===== src/rtl/mac_t_frame_loader_if.sv =====
// Egress loader bus: upstream byte stream plus the normal and TTE
// data/pointer FIFO write ports feeding the GMII TX MAC.
interface mac_t_frame_loader_if;
  logic        in_valid;
  logic        in_ready;
  logic [7:0]  in_data;
  logic        in_last;
  logic        in_tte;
  logic        data_fifo_wr;
  logic [7:0]  data_fifo_dout;
  logic        data_fifo_full;
  logic        ptr_fifo_wr;
  logic [15:0] ptr_fifo_dout;
  logic        ptr_fifo_full;
  logic        tdata_fifo_wr;
  logic [7:0]  tdata_fifo_dout;
  logic        tdata_fifo_full;
  logic        tptr_fifo_wr;
  logic [15:0] tptr_fifo_dout;
  logic        tptr_fifo_full;
  logic [15:0] frame_cnt;
  logic [15:0] trunc_cnt;

  modport slave (
    input  in_valid, in_data, in_last, in_tte,
    input  data_fifo_full, ptr_fifo_full,
    input  tdata_fifo_full, tptr_fifo_full,
    output in_ready,
    output data_fifo_wr, data_fifo_dout,
    output ptr_fifo_wr, ptr_fifo_dout,
    output tdata_fifo_wr, tdata_fifo_dout,
    output tptr_fifo_wr, tptr_fifo_dout,
    output frame_cnt, trunc_cnt
  );

  modport master (
    output in_valid, in_data, in_last, in_tte,
    output data_fifo_full, ptr_fifo_full,
    output tdata_fifo_full, tptr_fifo_full,
    input  in_ready,
    input  data_fifo_wr, data_fifo_dout,
    input  ptr_fifo_wr, ptr_fifo_dout,
    input  tdata_fifo_wr, tdata_fifo_dout,
    input  tptr_fifo_wr, tptr_fifo_dout,
    input  frame_cnt, trunc_cnt
  );
endinterface


===== src/rtl/mac_t_frame_loader.sv =====
// Egress frame loader: pads runts, truncates oversize frames and
// writes one length/flag descriptor per frame into the normal or TTE FIFOs.
module mac_t_frame_loader #(
  parameter int          MIN_LEN   = 60,
  parameter int          MAX_LEN   = 1514,
  parameter logic [15:0] PTP_ETYPE = 16'h88F7
) (
  input logic           sys_clk,
  input logic           rst_sys,
  mac_t_frame_loader_if.slave bus
);

  localparam logic [10:0] MIN_C = 11'(MIN_LEN);
  localparam logic [10:0] MAX_C = 11'(MAX_LEN);

  typedef enum logic [2:0] {
    S_IDLE,
    S_DATA,
    S_PAD,
    S_DROP,
    S_PTR
  } state_t;

  state_t      state_q;
  logic [10:0] cnt_q;
  logic        dir_q;
  logic        hi_q;
  logic        ptp_q;
  logic        pad_q;
  logic        trunc_q;
  logic        wr_q;
  logic        twr_q;
  logic [7:0]  dout_q;
  logic        pwr_q;
  logic        tpwr_q;
  logic [15:0] desc_q;
  logic [15:0] fcnt_q;
  logic [15:0] tcnt_q;

  logic        dir;
  logic        dfull;
  logic        pfull;
  logic        rdy;
  logic        acc;
  logic [10:0] cnt_d;
  logic [15:0] desc_d;

  // Until the first byte is taken the class follows in_tte live.
  assign dir   = (state_q == S_IDLE) ? bus.in_tte : dir_q;
  assign dfull = dir ? bus.tdata_fifo_full : bus.data_fifo_full;
  assign pfull = dir ? bus.tptr_fifo_full : bus.ptr_fifo_full;

  always_comb begin
    rdy = 1'b0;
    case (state_q)
      S_IDLE, S_DATA: rdy = !dfull;
      S_DROP:         rdy = 1'b1;
      default:        rdy = 1'b0;
    endcase
  end

  assign bus.in_ready = rdy && !rst_sys;
  assign acc    = bus.in_valid && bus.in_ready;
  assign cnt_d  = cnt_q + 11'd1;
  assign desc_d = {1'b0, trunc_q, pad_q, ptp_q, 1'b0, cnt_q};

  always_ff @(posedge sys_clk or posedge rst_sys) begin
    if (rst_sys) begin
      state_q <= S_IDLE;
      cnt_q   <= '0;
      dir_q   <= 1'b0;
      hi_q    <= 1'b0;
      ptp_q   <= 1'b0;
      pad_q   <= 1'b0;
      trunc_q <= 1'b0;
      wr_q    <= 1'b0;
      twr_q   <= 1'b0;
      dout_q  <= '0;
      pwr_q   <= 1'b0;
      tpwr_q  <= 1'b0;
      desc_q  <= '0;
      fcnt_q  <= '0;
      tcnt_q  <= '0;
    end else begin
      wr_q   <= 1'b0;
      twr_q  <= 1'b0;
      pwr_q  <= 1'b0;
      tpwr_q <= 1'b0;
      case (state_q)
        S_IDLE, S_DATA: begin
          if (acc) begin
            dir_q  <= dir;
            dout_q <= bus.in_data;
            wr_q   <= !dir;
            twr_q  <= dir;
            cnt_q  <= cnt_d;
            if (cnt_q == 11'd12)
              hi_q <= (bus.in_data == PTP_ETYPE[15:8]);
            if (cnt_q == 11'd13 && hi_q &&
                bus.in_data == PTP_ETYPE[7:0])
              ptp_q <= 1'b1;
            // in_last wins over the MAX_LEN cut
            if (bus.in_last)
              state_q <= (cnt_d < MIN_C) ? S_PAD : S_PTR;
            else if (cnt_d == MAX_C)
              state_q <= S_DROP;
            else
              state_q <= S_DATA;
          end
        end
        S_PAD: begin
          if (!dfull) begin
            dout_q <= 8'h00;
            wr_q   <= !dir_q;
            twr_q  <= dir_q;
            cnt_q  <= cnt_d;
            pad_q  <= 1'b1;
            if (cnt_d == MIN_C)
              state_q <= S_PTR;
          end
        end
        S_DROP: begin
          trunc_q <= 1'b1;
          if (acc && bus.in_last)
            state_q <= S_PTR;
        end
        S_PTR: begin
          if (!pfull) begin
            desc_q  <= desc_d;
            pwr_q   <= !dir_q;
            tpwr_q  <= dir_q;
            fcnt_q  <= fcnt_q + 16'd1;
            if (trunc_q)
              tcnt_q <= tcnt_q + 16'd1;
            state_q <= S_IDLE;
            cnt_q   <= '0;
            dir_q   <= 1'b0;
            hi_q    <= 1'b0;
            ptp_q   <= 1'b0;
            pad_q   <= 1'b0;
            trunc_q <= 1'b0;
          end
        end
        default: state_q <= S_IDLE;
      endcase
    end
  end

  assign bus.data_fifo_wr    = wr_q;
  assign bus.data_fifo_dout  = dout_q;
  assign bus.tdata_fifo_wr   = twr_q;
  assign bus.tdata_fifo_dout = dout_q;
  assign bus.ptr_fifo_wr     = pwr_q;
  assign bus.ptr_fifo_dout   = desc_q;
  assign bus.tptr_fifo_wr    = tpwr_q;
  assign bus.tptr_fifo_dout  = desc_q;
  assign bus.frame_cnt       = fcnt_q;
  assign bus.trunc_cnt       = tcnt_q;

endmodule


===== src/flat_wrapper.sv =====
// flat-port wrapper written by rule: the top's interface ports become plain ports
module mac_t_frame_loader_flat 
#(
  parameter int          MIN_LEN   = 60,
  parameter int          MAX_LEN   = 1514,
  parameter logic [15:0] PTP_ETYPE = 16'h88F7
)
  (sys_clk, rst_sys, bus_in_valid, bus_in_data, bus_in_last, bus_in_tte, bus_data_fifo_full, bus_ptr_fifo_full, bus_tdata_fifo_full, bus_tptr_fifo_full, bus_in_ready, bus_data_fifo_wr, bus_data_fifo_dout, bus_ptr_fifo_wr, bus_ptr_fifo_dout, bus_tdata_fifo_wr, bus_tdata_fifo_dout, bus_tptr_fifo_wr, bus_tptr_fifo_dout, bus_frame_cnt, bus_trunc_cnt);
  mac_t_frame_loader_if bus_i ();
  input logic sys_clk;
  input logic rst_sys;
  input wire logic [$bits(bus_i.in_valid)-1:0] bus_in_valid;
  input wire logic [$bits(bus_i.in_data)-1:0] bus_in_data;
  input wire logic [$bits(bus_i.in_last)-1:0] bus_in_last;
  input wire logic [$bits(bus_i.in_tte)-1:0] bus_in_tte;
  input wire logic [$bits(bus_i.data_fifo_full)-1:0] bus_data_fifo_full;
  input wire logic [$bits(bus_i.ptr_fifo_full)-1:0] bus_ptr_fifo_full;
  input wire logic [$bits(bus_i.tdata_fifo_full)-1:0] bus_tdata_fifo_full;
  input wire logic [$bits(bus_i.tptr_fifo_full)-1:0] bus_tptr_fifo_full;
  output wire logic [$bits(bus_i.in_ready)-1:0] bus_in_ready;
  output wire logic [$bits(bus_i.data_fifo_wr)-1:0] bus_data_fifo_wr;
  output wire logic [$bits(bus_i.data_fifo_dout)-1:0] bus_data_fifo_dout;
  output wire logic [$bits(bus_i.ptr_fifo_wr)-1:0] bus_ptr_fifo_wr;
  output wire logic [$bits(bus_i.ptr_fifo_dout)-1:0] bus_ptr_fifo_dout;
  output wire logic [$bits(bus_i.tdata_fifo_wr)-1:0] bus_tdata_fifo_wr;
  output wire logic [$bits(bus_i.tdata_fifo_dout)-1:0] bus_tdata_fifo_dout;
  output wire logic [$bits(bus_i.tptr_fifo_wr)-1:0] bus_tptr_fifo_wr;
  output wire logic [$bits(bus_i.tptr_fifo_dout)-1:0] bus_tptr_fifo_dout;
  output wire logic [$bits(bus_i.frame_cnt)-1:0] bus_frame_cnt;
  output wire logic [$bits(bus_i.trunc_cnt)-1:0] bus_trunc_cnt;
  assign bus_i.in_valid = bus_in_valid;
  assign bus_i.in_data = bus_in_data;
  assign bus_i.in_last = bus_in_last;
  assign bus_i.in_tte = bus_in_tte;
  assign bus_i.data_fifo_full = bus_data_fifo_full;
  assign bus_i.ptr_fifo_full = bus_ptr_fifo_full;
  assign bus_i.tdata_fifo_full = bus_tdata_fifo_full;
  assign bus_i.tptr_fifo_full = bus_tptr_fifo_full;
  assign bus_in_ready = bus_i.in_ready;
  assign bus_data_fifo_wr = bus_i.data_fifo_wr;
  assign bus_data_fifo_dout = bus_i.data_fifo_dout;
  assign bus_ptr_fifo_wr = bus_i.ptr_fifo_wr;
  assign bus_ptr_fifo_dout = bus_i.ptr_fifo_dout;
  assign bus_tdata_fifo_wr = bus_i.tdata_fifo_wr;
  assign bus_tdata_fifo_dout = bus_i.tdata_fifo_dout;
  assign bus_tptr_fifo_wr = bus_i.tptr_fifo_wr;
  assign bus_tptr_fifo_dout = bus_i.tptr_fifo_dout;
  assign bus_frame_cnt = bus_i.frame_cnt;
  assign bus_trunc_cnt = bus_i.trunc_cnt;
  mac_t_frame_loader #(.MIN_LEN(MIN_LEN), .MAX_LEN(MAX_LEN), .PTP_ETYPE(PTP_ETYPE)) u_core (.sys_clk(sys_clk), .rst_sys(rst_sys), .bus(bus_i));
endmodule

===== config.mk =====
export PLATFORM = sky130hd
export DESIGN_NAME = mac_t_frame_loader_flat
export DESIGN_NICKNAME = d
export VERILOG_FILES = /design/src/rtl/mac_t_frame_loader_if.sv /design/src/rtl/mac_t_frame_loader.sv /design/src/flat_wrapper.sv
export SDC_FILE = /design/constraint.sdc
export NUM_CORES = 1
export LEC_CHECK = 0
export BUFFER_PORTS_ARGS = -buffer_cell sky130_fd_sc_hd__buf_2
export CORE_MARGIN = 1.5
export CORE_UTILIZATION = 53
export DETAILED_ROUTE_END_ITERATION = 12
export GPL_TIMING_DRIVEN = 0
export PLACE_DENSITY = 0.8
export SLEW_MARGIN = 30
export SYNTH_ARGS = -nofsm -noshare
export SYNTH_HDL_FRONTEND = slang
export SYNTH_SLANG_ARGS = --single-unit

===== constraint.sdc =====
create_clock -name sys_clk -period 2.7 [get_ports sys_clk]
set_clock_uncertainty 0.15 [all_clocks]
set_input_delay 0.27 -clock sys_clk [delete_from_list [all_inputs] [get_ports sys_clk]]
set_output_delay 0.27 -clock sys_clk [all_outputs]
set_load 0.1 [all_outputs]

# [After elaboration in Yosys (flattened, before gate mapping)]
# Index checks and enable logic that the tools add are counted.
[op_classes] order_cmp=1 addsub=3 bitwise_logic=1 eq_ne=17 shifts=0 n_div=0 n_mux=42 mul=0 n_reduce_logical=26
[ops] operator="11-bit 2-to-1 mux" count=3
[ops] operator="11-bit one-hot mux with 3 select lines" count=1
[ops] operator="16-bit by 1-bit adder with 16-bit output, second input constant" count=2
[ops] operator="11-bit by 4-bit equality test with 1-bit output, second input constant" count=2
[ops] operator="3-bit 2-to-1 mux" count=7
[ops] operator="1-bit 2-to-1 mux" count=18
[ops] operator="8-bit equality test, second input constant" count=2
[ops] operator="8-bit 2-to-1 mux" count=2
[ops] operator="1-bit one-hot mux with 2 select lines" count=8
[ops] operator="8-bit one-hot mux with 2 select lines" count=1
[ops] operator="3-bit one-hot mux with 4 select lines" count=1
[ops] operator="3-bit AND reduction" count=4
[ops] operator="4-bit AND reduction" count=3
[ops] operator="11-bit by 1-bit adder with 11-bit output, second input constant" count=1
[ops] operator="11-bit equality test, second input constant" count=1
[ops] operator="11-bit by 6-bit equality test with 1-bit output, second input constant" count=1
[ops] operator="11-bit by 6-bit less-than comparator with 1-bit output, second input constant" count=1
[ops] operator="2-bit by 1-bit != test with 1-bit output, second input constant" count=5
[ops] operator="2-bit nonzero test" count=4
[ops] operator="3-bit by 2-bit equality test with 1-bit output, second input constant" count=2
[ops] operator="1-bit logical AND" count=5
[ops] operator="5-bit AND reduction" count=1
[ops] operator="1-bit logical NOT" count=4
[ops] operator="2-bit != test, second input constant" count=2
[ops] operator="8 further kinds" count=9
[totals] mem_bits_ro=0 mem_bits_rw=0 inputBits=17 latch_bits=0 register_bits=77 elab_cells=105 mem_count=0 output_inout_bits=85

# [Longest topological paths before layout]
# Gate-level depths: netlist of the first run.
[logic_depth] word_depth=10 depth_mapped=8 mapped_depth_nobuf=7

# [Least setup slack after synthesis of the first run]
# Ideal clock, no wire load.
[synth_path] path_kind="reg2out" startpoint="register u_core.state_q[0]" endpoint="output bus_in_ready" arrival_time_ps=3487 stages_incl_launch_ff=7 slack_ps=-1207 t_required_ps=2280 path_buffers=1 path_cell_list="dfrtp_1 > buf_1 > nor2_1 > mux2i_1 > mux2i_1 > nand2b_1 > a211oi_1"
[synth_between] elab_chain_len=6 elab_cells_between_ends=9 classes_between="2 x eq/ne; 3 x mux; 4 x reduce/logical"
[synth_lines] item="start: declaration" line="mac_t_frame_loader.sv:24" text="state_t state_q;"
[synth_lines] item="start signal: assignment" line="mac_t_frame_loader.sv:104" text="state_q <= (cnt_d < MIN_C) ? S_PAD : S_PTR;"
[synth_lines] item="3-bit logical NOT" line="mac_t_frame_loader.sv:49, mac_t_frame_loader.sv:55"
[synth_lines] item="1-bit 2-to-1 mux" line="mac_t_frame_loader.sv:49" text="assign dir = (state_q == S_IDLE) ? bus.in_tte : dir_q;"
[synth_lines] item="1-bit 2-to-1 mux" line="mac_t_frame_loader.sv:50" text="assign dfull = dir ? bus.tdata_fifo_full : bus.data_fifo_full;"
[synth_lines] item="1-bit logical NOT" line="mac_t_frame_loader.sv:56" text="S_IDLE, S_DATA: rdy = !dfull;"
[synth_lines] item="1-bit one-hot mux with 2 select lines *" line="mac_t_frame_loader.sv:55" text="case (state_q)"
[synth_lines] item="1-bit logical AND *" line="mac_t_frame_loader.sv:62" text="assign bus.in_ready = rdy && !rst_sys;"
[synth_lines] item="end: declaration" line="flat_wrapper.sv:20" text="output wire logic [$bits(bus_i.in_ready)-1:0] bus_in_ready;"
# Every way passes the cells marked *; elsewhere a longest branch is shown, timed or not.

# [Worst setup path after layout of the first run]
# Same ends and word-level chain as after synthesis.

==> results of run 1 <==
-- synthesized netlist by cell type (2+ instances only) --
library cell	count	area [µm²]
mux2_2	2	22.52
buf_4	26	195.2
o211ai_1	2	15.01
nand3_1	18	90.09
buf_2	3	15.01
o41ai_1	3	26.28
nor4_1	3	18.77
clkbuf_1	17	63.81
nor3_1	5	25.02
inv_1	13	48.80
nor2b_1	3	18.77
nor4b_1	2	17.52
o21ai_0	28	140.1
ha_1	6	75.07
or3_1	2	12.51
mux2i_1	9	90.09
a211oi_1	2	15.01
nand2_1	76	285.3
a22oi_1	2	15.01
o22ai_1	3	18.77
and4_1	3	26.28
a31o_2	2	17.52
nand4_1	14	87.58
and3_1	5	31.28
a21oi_1	5	25.02
a22o_1	2	17.52
a31oi_1	3	18.77
xor2_1	11	96.34
xnor2_1	24	210.2
nand2b_1	5	31.28
o31ai_1	4	30.03
nor2_1	31	116.4
dfrtp_1	77	1927
-- through the flow --
step / power, mW / area, µm² / utilization [%]
3_3_place_gp: 5.062 / 4710 / 64.24
6_report: 6.209 / 5002 / 68.24
2_1_floorplan: 4.510 / 4100 / -
5_1_grt: 6.476 / 5002 / 68.24
4_1_cts: 6.197 / 4999 / 68.19
3_5_place_dp: 5.117 / 4732 / 64.55
-- what timing repair did --
action                                  4_1_cts  5_1_grt
hold buffers                                  1        0
resized for setup                             5        5
endpoints found under the hold margin        35        0
endpoints found under the setup margin       11       24
-- worst max-delay path, cell delays in order, from the launching register on --
cell      delay, ps
dfrtp_2         510
nor2_1          150
mux2i_1         240
mux2i_1         270
nand2b_1        130
a211oi_4        290
buf_12          210
-- per-layer routing --
layer / GRT usage (%) / share of wire [%] / up-vias
met4: 9.921 / 1.3 / 0
met1: 33.13 / 42 / 1716
met2: 41.60 / 49 / 149
met5: 0 / 0 / -
met3: 5.219 / 7.3 / 15
li1: - / - / 1693
-- kinds of logic after synthesis --
| kind of cell | count (synthesis) | synth area share (%) |
|---|---|---|
| fa+ha+maj | 6 | 1.842 |
| compound gates | 66 | 10.41 |
| other cells | 1 | 0.09199 |
| flops | 77 | 47.27 |
| simple gates | 180 | 21.82 |
| mux | 11 | 2.762 |
| xor+xnor | 35 | 7.520 |
| buf+inv | 61 | 8.287 |
-- sequential cells by signal (all words and copies together), names as in the netlist --
name	cells
u_core.hi_q	1
u_core.state_q	3
u_core.bus.ptr_fifo_dout	14
u_core.bus.tptr_fifo_wr	1
u_core.bus.tdata_fifo_wr	1
u_core.pad_q	1
u_core.bus.frame_cnt	16
u_core.bus.data_fifo_wr	1
u_core.bus.data_fifo_dout	8
u_core.cnt_q	11
u_core.bus.ptr_fifo_wr	1
u_core.bus.trunc_cnt	16
u_core.ptp_q	1
u_core.trunc_q	1
u_core.dir_q	1
-- where the power goes --
group          switching (mW)  total (mW)  leakage [nW]  internal, mW
clock network           0.435        1.06         0.118         0.620
registers               0.232        1.61          1.03          1.38
logic                    2.81        3.54          1.39         0.734
-- final cells by class --
class,instances,area share (%)
buffer,47,5.753
clock buffer,11,2.626
clock inverter,5,2.151
inverter,13,1.026
multi-input combinational,302,36.82
sequential,77,38.54
tap,99,2.476
timing repair buffer,99,10.61
-- worst paths after layout --
path,slack [ps],cells past startpoint,to
min reg2reg,310,1,u_core.bus.frame_cnt[15]
max in group asynchronous,1460,4,u_core.bus.trunc_cnt[1]
max,130,6,bus_in_ready
max reg2reg,180,7,u_core.cnt_q[2]
min in group asynchronous,370,3,u_core.bus.tptr_fifo_wr
min,30,3,u_core.bus.data_fifo_dout[5]
==> flow_summary_export.csv, run 1 <==
group,metric,value,unit
synthesis,ys_ff_latch,77,
timing,setup_viol,0,
floorplan,num_rows,31,
drt,vias,3573,
layout,diodes,0,
layout,final_common_cell,"buf_2",
timing,slew-limit-headroom,59.02,%
drt,viasPerCell,5.472,
drt,first_pass_iters,5,
synthesis,yosysWarnings,0,
worst_setup_path,r2r_start,"u_core.state_q[0]",
worst_setup_path,required,2280,ps
grt,antenna_found_initial,0,
timing,hold_violations,0,
grt,grt_pass1_vias,3472,
pwr,p_leak,2.536,nW
timing,finalMaxSlewViolations,0,
timing,tns,0,ps
layout,multi_input_area,0.001842,mm²
floorplan,io-pin-count,102,
placement,port-buffer-count,97,
drt,drt_iter0_drc,160,
timing,worst_pin_slew,610.1,ps
synthesis,synth_area,0.004076,mm²
timing,rsz0062_at_grt,"no",
clock_network,cts_setup_buffers,0,
clock_network,cts_inserted_buffers,9,
synthesis,netlist_instances,437,
floorplan,die_h,90.70,µm
layout,instances_no_fill,653,
placement,place_ws,-36.41,ps
layout,drive_above_1_share,28.52,%
clock_network,insertion_delay,350,ps
timing,holdWs,32.69,ps
flow_run,cap_violations,0,
layout,regArea,0.001928,mm²
clock_network,cts.path.max_buffers,2,
timing,fmax,389.0,MHz
drt,antenna_left,0,
floorplan,dieArea,0.008226,mm²
worst_setup_path,critical_path_peak_fanout,12,
worst_setup_path,cp-startpoint,"u_core.state_q[0]",
placement,dp_cells,637,
clock_network,cts_tree,"yes",
synthesis,postSynthAreaPerCell,9.328,µm²
drt,drt-wirelength-per-cell,15.41,µm
floorplan,start_util,55.61,%
timing,min_period_over_period,95.21,%
pwr,ir_drop,0.8731,mV
worst_setup_path,endpoint_kind,"primary output",
layout,final_cell_mix,"99 x buf_2, 76 x nand2_1, 76 x dfrtp_1",
drt,drc_errors,0,
worst_setup_path,arrival,2150,ps
synthesis,ys_seq_area_share,47.27,%
worst_setup_path,start_kind,"register",
timing,setup_ws,129.3,ps
grt,grt_first_pass_wirelength,16900,µm
layout,layout-area-overhead-vs-synth,22.71,%
synthesis,synthArstFlopShare,100.0,%
synthesis,synth_cell_types,59,
timing,period_needed,2571,ps
clock_network,clock-sinks,77,
placement,place_congestion,0.8935,
synthesis,synth_edf_count,0,
run_status,outcome,"finished, final reports clean",
hold_path,hold_class,"primary input to register",
synthesis,yosys_most_used_dff,"dfrtp_1",
worst_setup_path,setup.worst_path.class,"register to primary output",
pwr,power_density,1241,mW/mm²
layout,nNetsFinal,572,
clock_network,clock_tree.root_cell,"clkbuf_8",
grt,overflow,0,
placement,dpl.hpwl,7266,µm
grt,grt_start_max_net_pins,43,
clock_network,path_clk_slew,80,ps
clock_network,htree_levels,3,
floorplan,fp.coreArea,0.007331,mm²
drt,finalWirelength,10060,µm
hold_path,min-delay-start,"bus_in_data[5]",
floorplan,dieWidth,90.70,µm
grt,grtUsageTotal,25.46,%
layout,fillers,579,
Power figures use the tool's default switching activity.
==> run 2: changes to the inputs <==
==> constraint.sdc (replaced) <==
create_clock -name sys_clk -period 2.8 [get_ports sys_clk]
set_clock_uncertainty 0.15 [all_clocks]
set_input_delay 0.56 -clock sys_clk [delete_from_list [all_inputs] [get_ports sys_clk]]
set_output_delay 0.56 -clock sys_clk [all_outputs]
set_load 0.1 [all_outputs]
==> run 2 against run 1 <==
Via count shrank 0.56%. Utilization grew 0.17 points. Register-to-register slack is essentially flat. Power shrank 3.8%. Sequential power shrank 4%. Largest cell class unchanged. Clock power shrank 8%. Wire length shrank 1.3%.
==> flow_summary_export.csv, run 2 (same netlist as run 1, synthesis figures left out) <==
group,metric,value,unit
worst_setup_path,max_stage_delay,460,ps
worst_setup_path,start_kind,"register",
timing,slew-limit-headroom,57.04,%
worst_setup_path,crit_chain,"nor2_4 -> mux2i_1 -> mux2i_1 -> nand2b_1 -> a211oi_4 -> buf_12",
worst_setup_path,required,2090,ps
floorplan,dieWidth,90.70,µm
floorplan,num_rows,31,
clock_network,cts_inserted_buffers,9,
grt,antenna_found_initial,0,
timing,setup_viol,0,
clock_network,clock_tree.root_cell,"clkbuf_8",
clock_network,clock-sinks,77,
pwr,power_density,1191,mW/mm²
worst_setup_path,cp_slowest_cell,"dfrtp_2",
timing,worst_pin_slew,639.6,ps
drt,drt-wirelength-per-cell,15.16,µm
layout,instances_no_fill,655,
grt,grt_start_max_net_pins,42,
layout,drive_above_1_share,29.14,%
clock_network,htree_levels,3,
worst_setup_path,endpoint_kind,"primary output",
layout,final_cell_mix,"99 x buf_2, 76 x nand2_1, 76 x dfrtp_1",
timing,finalMaxSlewViolations,0,
drt,drc_errors,0,
pwr,pwr-share-seq,25.7,%
placement,place_congestion,0.8792,
drt,wl_met3,570,µm
pwr,combPwrFrac,58.0,%
drt,highest_layer,"met4",
pwr,p_int,2.609,mW
worst_setup_path,crit_buf_inv,1,
drt,drt_iter0_drc,222,
pwr,p_sw_share,56.32,%
pwr,p_sw,3.365,mW
floorplan,start_util,55.61,%
timing,rsz0062_at_grt,"yes",
layout,diodes,0,
floorplan,io-pin-count,102,
timing,hold_violations,0,
drt,finalWirelength,9930,µm
floorplan,dieArea,0.008226,mm²
worst_setup_path,rrSetupSlack,170,ps
drt,first_pass_iters,5,
clock_network,insertion_delay,360,ps
drt,vias,3553,
timing,tns,0,ps
layout,final_common_cell,"buf_2",
timing,fmax,363.8,MHz
worst_setup_path,setup.worst_path.class,"register to primary output",
placement,dp_cells,637,
pwr,ir_drop,0.8045,mV
worst_setup_path,critical_path_peak_fanout,6,
drt,antenna_left,0,
placement,port-buffer-count,97,
flow_run,cap_violations,0,
grt,overflow,0,
grt,grtUsageTotal,24.82,%
layout,nNetsFinal,574,
layout,layout-area-overhead-vs-synth,23.02,%
run_status,outcome,"finished, final reports clean",
clock_network,cts_tree,"yes",
floorplan,die_h,90.70,µm
drt,wl_met2,4879,µm
worst_setup_path,arrival,2040,ps
grt,grt_pass1_vias,3467,
worst_setup_path,cp_common_cell,"mux2i_1",
timing,period_needed,2748,ps
grt,grt_first_pass_wirelength,16430,µm
hold_path,hold_class,"primary input to async pin",
pwr,clkPwrFrac,16.3,%
clock_network,cts.path.max_buffers,2,
floorplan,fp.coreArea,0.007331,mm²
worst_setup_path,critPathTopFamily,"multiplexers",
drt,route.layer.met1.wl,4335,µm
timing,min_period_over_period,98.16,%
pwr,power,5.974,mW
drt,viasPerCell,5.424,
clock_network,path_clk_slew,90,ps
placement,dpl.hpwl,7180,µm
pwr,p_leak,2.545,nW
run 2: changes by cell type in the layout (fill, tap and decap cells not counted), sizes merged:
cell,delta
buf,+3
clkinv,+2
bufinv,-1
dlygate4sd3,-1
inv,-1
run 2: area by class of cell:
| type | count | area, µm² |
|---|---|---|
| fillers | 584 | 2316 |
| flip-flops and latches | 77 | 1928 |
| multi-input cells | 302 | 1849 |
| repair buffers | 101 | 543.0 |
| plain buffers | 47 | 285.3 |
| clock buffers | 11 | 151.4 |
| well taps | 99 | 123.9 |
| clock inverters | 5 | 82.58 |
| inverters | 13 | 51.30 |
run 2: power by group through the flow:
stage / Sequential, mW / Combinational, mW / Clock (mW)
after floorplan: 2.57 / 1.79 / 0
after global placement: 1.54 / 3.34 / 0
after detailed placement: 1.55 / 3.40 / 0
after CTS: 1.53 / 3.46 / 0.987
after global routing: 1.57 / 3.62 / 1.03
final: 1.54 / 3.46 / 0.974
run 2: through the flow:
step	worst slack [ps]	hold slack [ps]	utilization, %	cell area [µm²]
after CTS	-30.29	149.6	68.46	5019
after floorplan	19.49	289.5	-	4106
after global placement	-775.8	301.3	64.33	4716
final	51.56	132.0	68.41	5015
after global routing	-16.44	179.3	68.41	5015
after detailed placement	58.08	321.7	64.64	4738
run 2: what timing repair did:
item,CTS,global route
setup endpoints to repair,1,17
endpoints found under the hold margin,0,0
hold buffers,0,0
pin swaps,1,2
buffers inserted,3,0
gates resized for setup,6,2
run 2: path summary, 6_finish.rpt:
path,start,endpoint,depth (start not counted)
worst max-delay path,u_core.state_q[2],bus_in_ready,6
worst min register to register,u_core.bus.trunc_cnt[15],u_core.bus.trunc_cnt[15],1
min in group sys_clk,bus_in_data[6],u_core.bus.data_fifo_dout[6],3
worst max register to register,u_core.state_q[2],u_core.bus.ptr_fifo_dout[9],6
max in group asynchronous,rst_sys,u_core.hi_q,3
worst min-delay path,rst_sys,u_core.bus.trunc_cnt[3],2
run 2: worst register-to-register path: stages (launching register included):
cell,delay [ps]
dfrtp_2,440
clkbuf_1,470
nor3b_4,530
nand2_1,380
clkbuf_1,350
nand2_1,140
nand2_1,70
run 2: per-layer routing:
layer,vias up,track usage [%]
met4,0,8.598
li1,1701,-
met3,13,4.966
met5,-,0
met1,1713,33.46
met2,126,39.85
==> run 3: changes to the inputs <==
Settings changed: CTS_BUF_LIST set to sky130_fd_sc_hd__clkbuf_16, RECOVER_POWER set to 25.
==> run 3 against run 2 <==
The run now ends with max-capacitance violations, max-slew violations left. Clock power up 26%. Cell area up 1.3%. Worst hold slack improved by 180 ps. Critical path depth unchanged. Worst setup slack worse by 3.1 ps. Global-route usage rose by 0.49 points. Wire length increased by 3.7%. Largest power group unchanged.
==> flow_summary_export.csv, run 3 (same netlist as run 1, synthesis figures left out) <==
group,metric,value,unit
grt,overflow,0,
floorplan,io-pin-count,102,
hold_path,hold_class,"register to register",
grt,grt_first_pass_wirelength,16830,µm
timing,worst_pin_slew,1555,ps
timing,hold_violations,0,
clock_network,htree_levels,3,
layout,nNetsFinal,574,
clock_network,cts.path.max_buffers,2,
clock_network,cts_inserted_buffers,9,
floorplan,die_h,90.70,µm
placement,place_congestion,0.8792,
layout,layout-area-overhead-vs-synth,24.62,%
layout,final_cell_mix,"98 x buf_2, 76 x nand2_1, 76 x dfrtp_1",
worst_setup_path,max_stage_delay,450,ps
timing,slew-limit-headroom,-3.760,%
placement,dp_cells,637,
worst_setup_path,setup.worst_path.class,"register to primary output",
layout,fin_util,69.30,%
drt,drc_errors,0,
timing,period_needed,2752,ps
pwr,p_int,2.832,mW
drt,viasPerCell,5.525,
pwr,ir_drop,0.8055,mV
grt,grtUsageTotal,25.31,%
floorplan,dieArea,0.008226,mm²
layout,final_common_cell,"buf_2",
floorplan,dieWidth,90.70,µm
drt,first_pass_iters,4,
worst_setup_path,endpoint_kind,"primary output",
pwr,p_sw,3.411,mW
pwr,p_leak,2.573,nW
pwr,power_density,1229,mW/mm²
pwr,combPwrFrac,55.6,%
placement,port-buffer-count,97,
grt,grt_pass1_vias,3514,
timing,min_period_over_period,98.27,%
layout,instances_no_fill,655,
worst_setup_path,critical_path_peak_fanout,6,
worst_setup_path,cp_slowest_cell,"dfrtp_2",
layout,drive_above_1_share,28.42,%
floorplan,start_util,55.61,%
worst_setup_path,required,2090,ps
timing,setup_viol,0,
pwr,power,6.243,mW
layout,diodes,0,
timing,fmax,363.4,MHz
clock_network,clock-sinks,77,
timing,finalMaxSlewViolations,42,
pwr,clkPwrFrac,19.7,%
clock_network,clock_tree.root_cell,"clkbuf_16",
drt,drt_iter0_drc,222,
timing,setup_ws,48.41,ps
pwr,p_sw_share,54.64,%
clock_network,cts_tree,"yes",
grt,antenna_found_initial,0,
placement,place_ws,58.08,ps
worst_setup_path,arrival,2040,ps
drt,vias,3619,
drt,finalWirelength,10300,µm
worst_setup_path,crit_chain,"nor2_4 -> mux2i_1 -> mux2i_1 -> nand2b_1 -> a211oi_4 -> buf_12",
worst_setup_path,critPathTopFamily,"multiplexers",
floorplan,num_rows,31,
grt,grt_start_max_net_pins,42,
worst_setup_path,start_kind,"register",
run_status,violations,"max-capacitance violations, max-slew violations",
timing,tns,0,ps
run_status,outcome,"finished, violations left",
pwr,pwr-share-seq,24.7,%
drt,antenna_left,0,
floorplan,fp.coreArea,0.007331,mm²
timing,rsz0062_at_grt,"yes",
clock_network,insertion_delay,330,ps
worst_setup_path,crit_buf_inv,1,
placement,dpl.hpwl,7180,µm
worst_setup_path,cp_common_cell,"mux2i_1",
flow_run,cap_violations,1,
clock_network,path_clk_slew,60,ps
drt,drt-wirelength-per-cell,15.72,µm
[run 3: path summary, 6_finish.rpt]
check | endpoint | cells after the start | start | slack [ps]
min | u_core.bus.trunc_cnt[15] | 1 | u_core.bus.trunc_cnt[15] | 320
max in group asynchronous | u_core.hi_q | 3 | rst_sys | 520
min in group asynchronous | u_core.bus.tptr_fifo_wr | 2 | rst_sys | 610
max reg2reg | u_core.bus.data_fifo_dout[7] | 8 | u_core.state_q[0] | 170
min reg2reg | u_core.bus.trunc_cnt[15] | 1 | u_core.bus.trunc_cnt[15] | 320
max | bus_in_ready | 6 | u_core.state_q[2] | 50
[run 3: power by group through the flow]
stage / clock (mW) / sequential, mW / combinational [mW]
floorplan: 0 / 2.57 / 1.79
global placement: 0 / 1.54 / 3.34
detailed placement: 0 / 1.55 / 3.40
CTS: 1.24 / 1.54 / 3.46
global route: 1.29 / 1.57 / 3.62
finish: 1.23 / 1.54 / 3.47
[run 3: routing by layer]
| metal | global-route usage [%] | wire length (µm) | vias up |
|---|---|---|---|
| li1 | - | - | 1702 |
| met1 | 33.33 | 4395 | 1765 |
| met2 | 42.48 | 5202 | 133 |
| met3 | 3.535 | 489 | 19 |
| met4 | 9.127 | 211 | 0 |
| met5 | 0 | 0 | - |
[run 3: timing repair]
item                       in CTS  in global routing
setup endpoints to repair       1                 16
gates resized for setup         7                  1
hold buffers                    0                  0
setup buffers                   3                  0
pin swaps                       1                  2
[run 3: final cells by class]
class                   count  area [µm²]
fillers                   573        2251
plain buffers              47       285.3
repair buffers            101       529.3
well taps                  99       123.9
clock inverters             7       90.09
multi-input cells         302        1849
clock buffers               9       225.2
inverters                  13       48.80
flip-flops and latches     77        1928
[run 3: per-stage QoR]
step                cell area (µm²)  hold slack, ps
detailed placement             4738           321.7
finish                         5080           316.6
floorplan                      4106           289.5
global route                   5080           345.7
global placement               4716           301.3
CTS                            5101           182.2
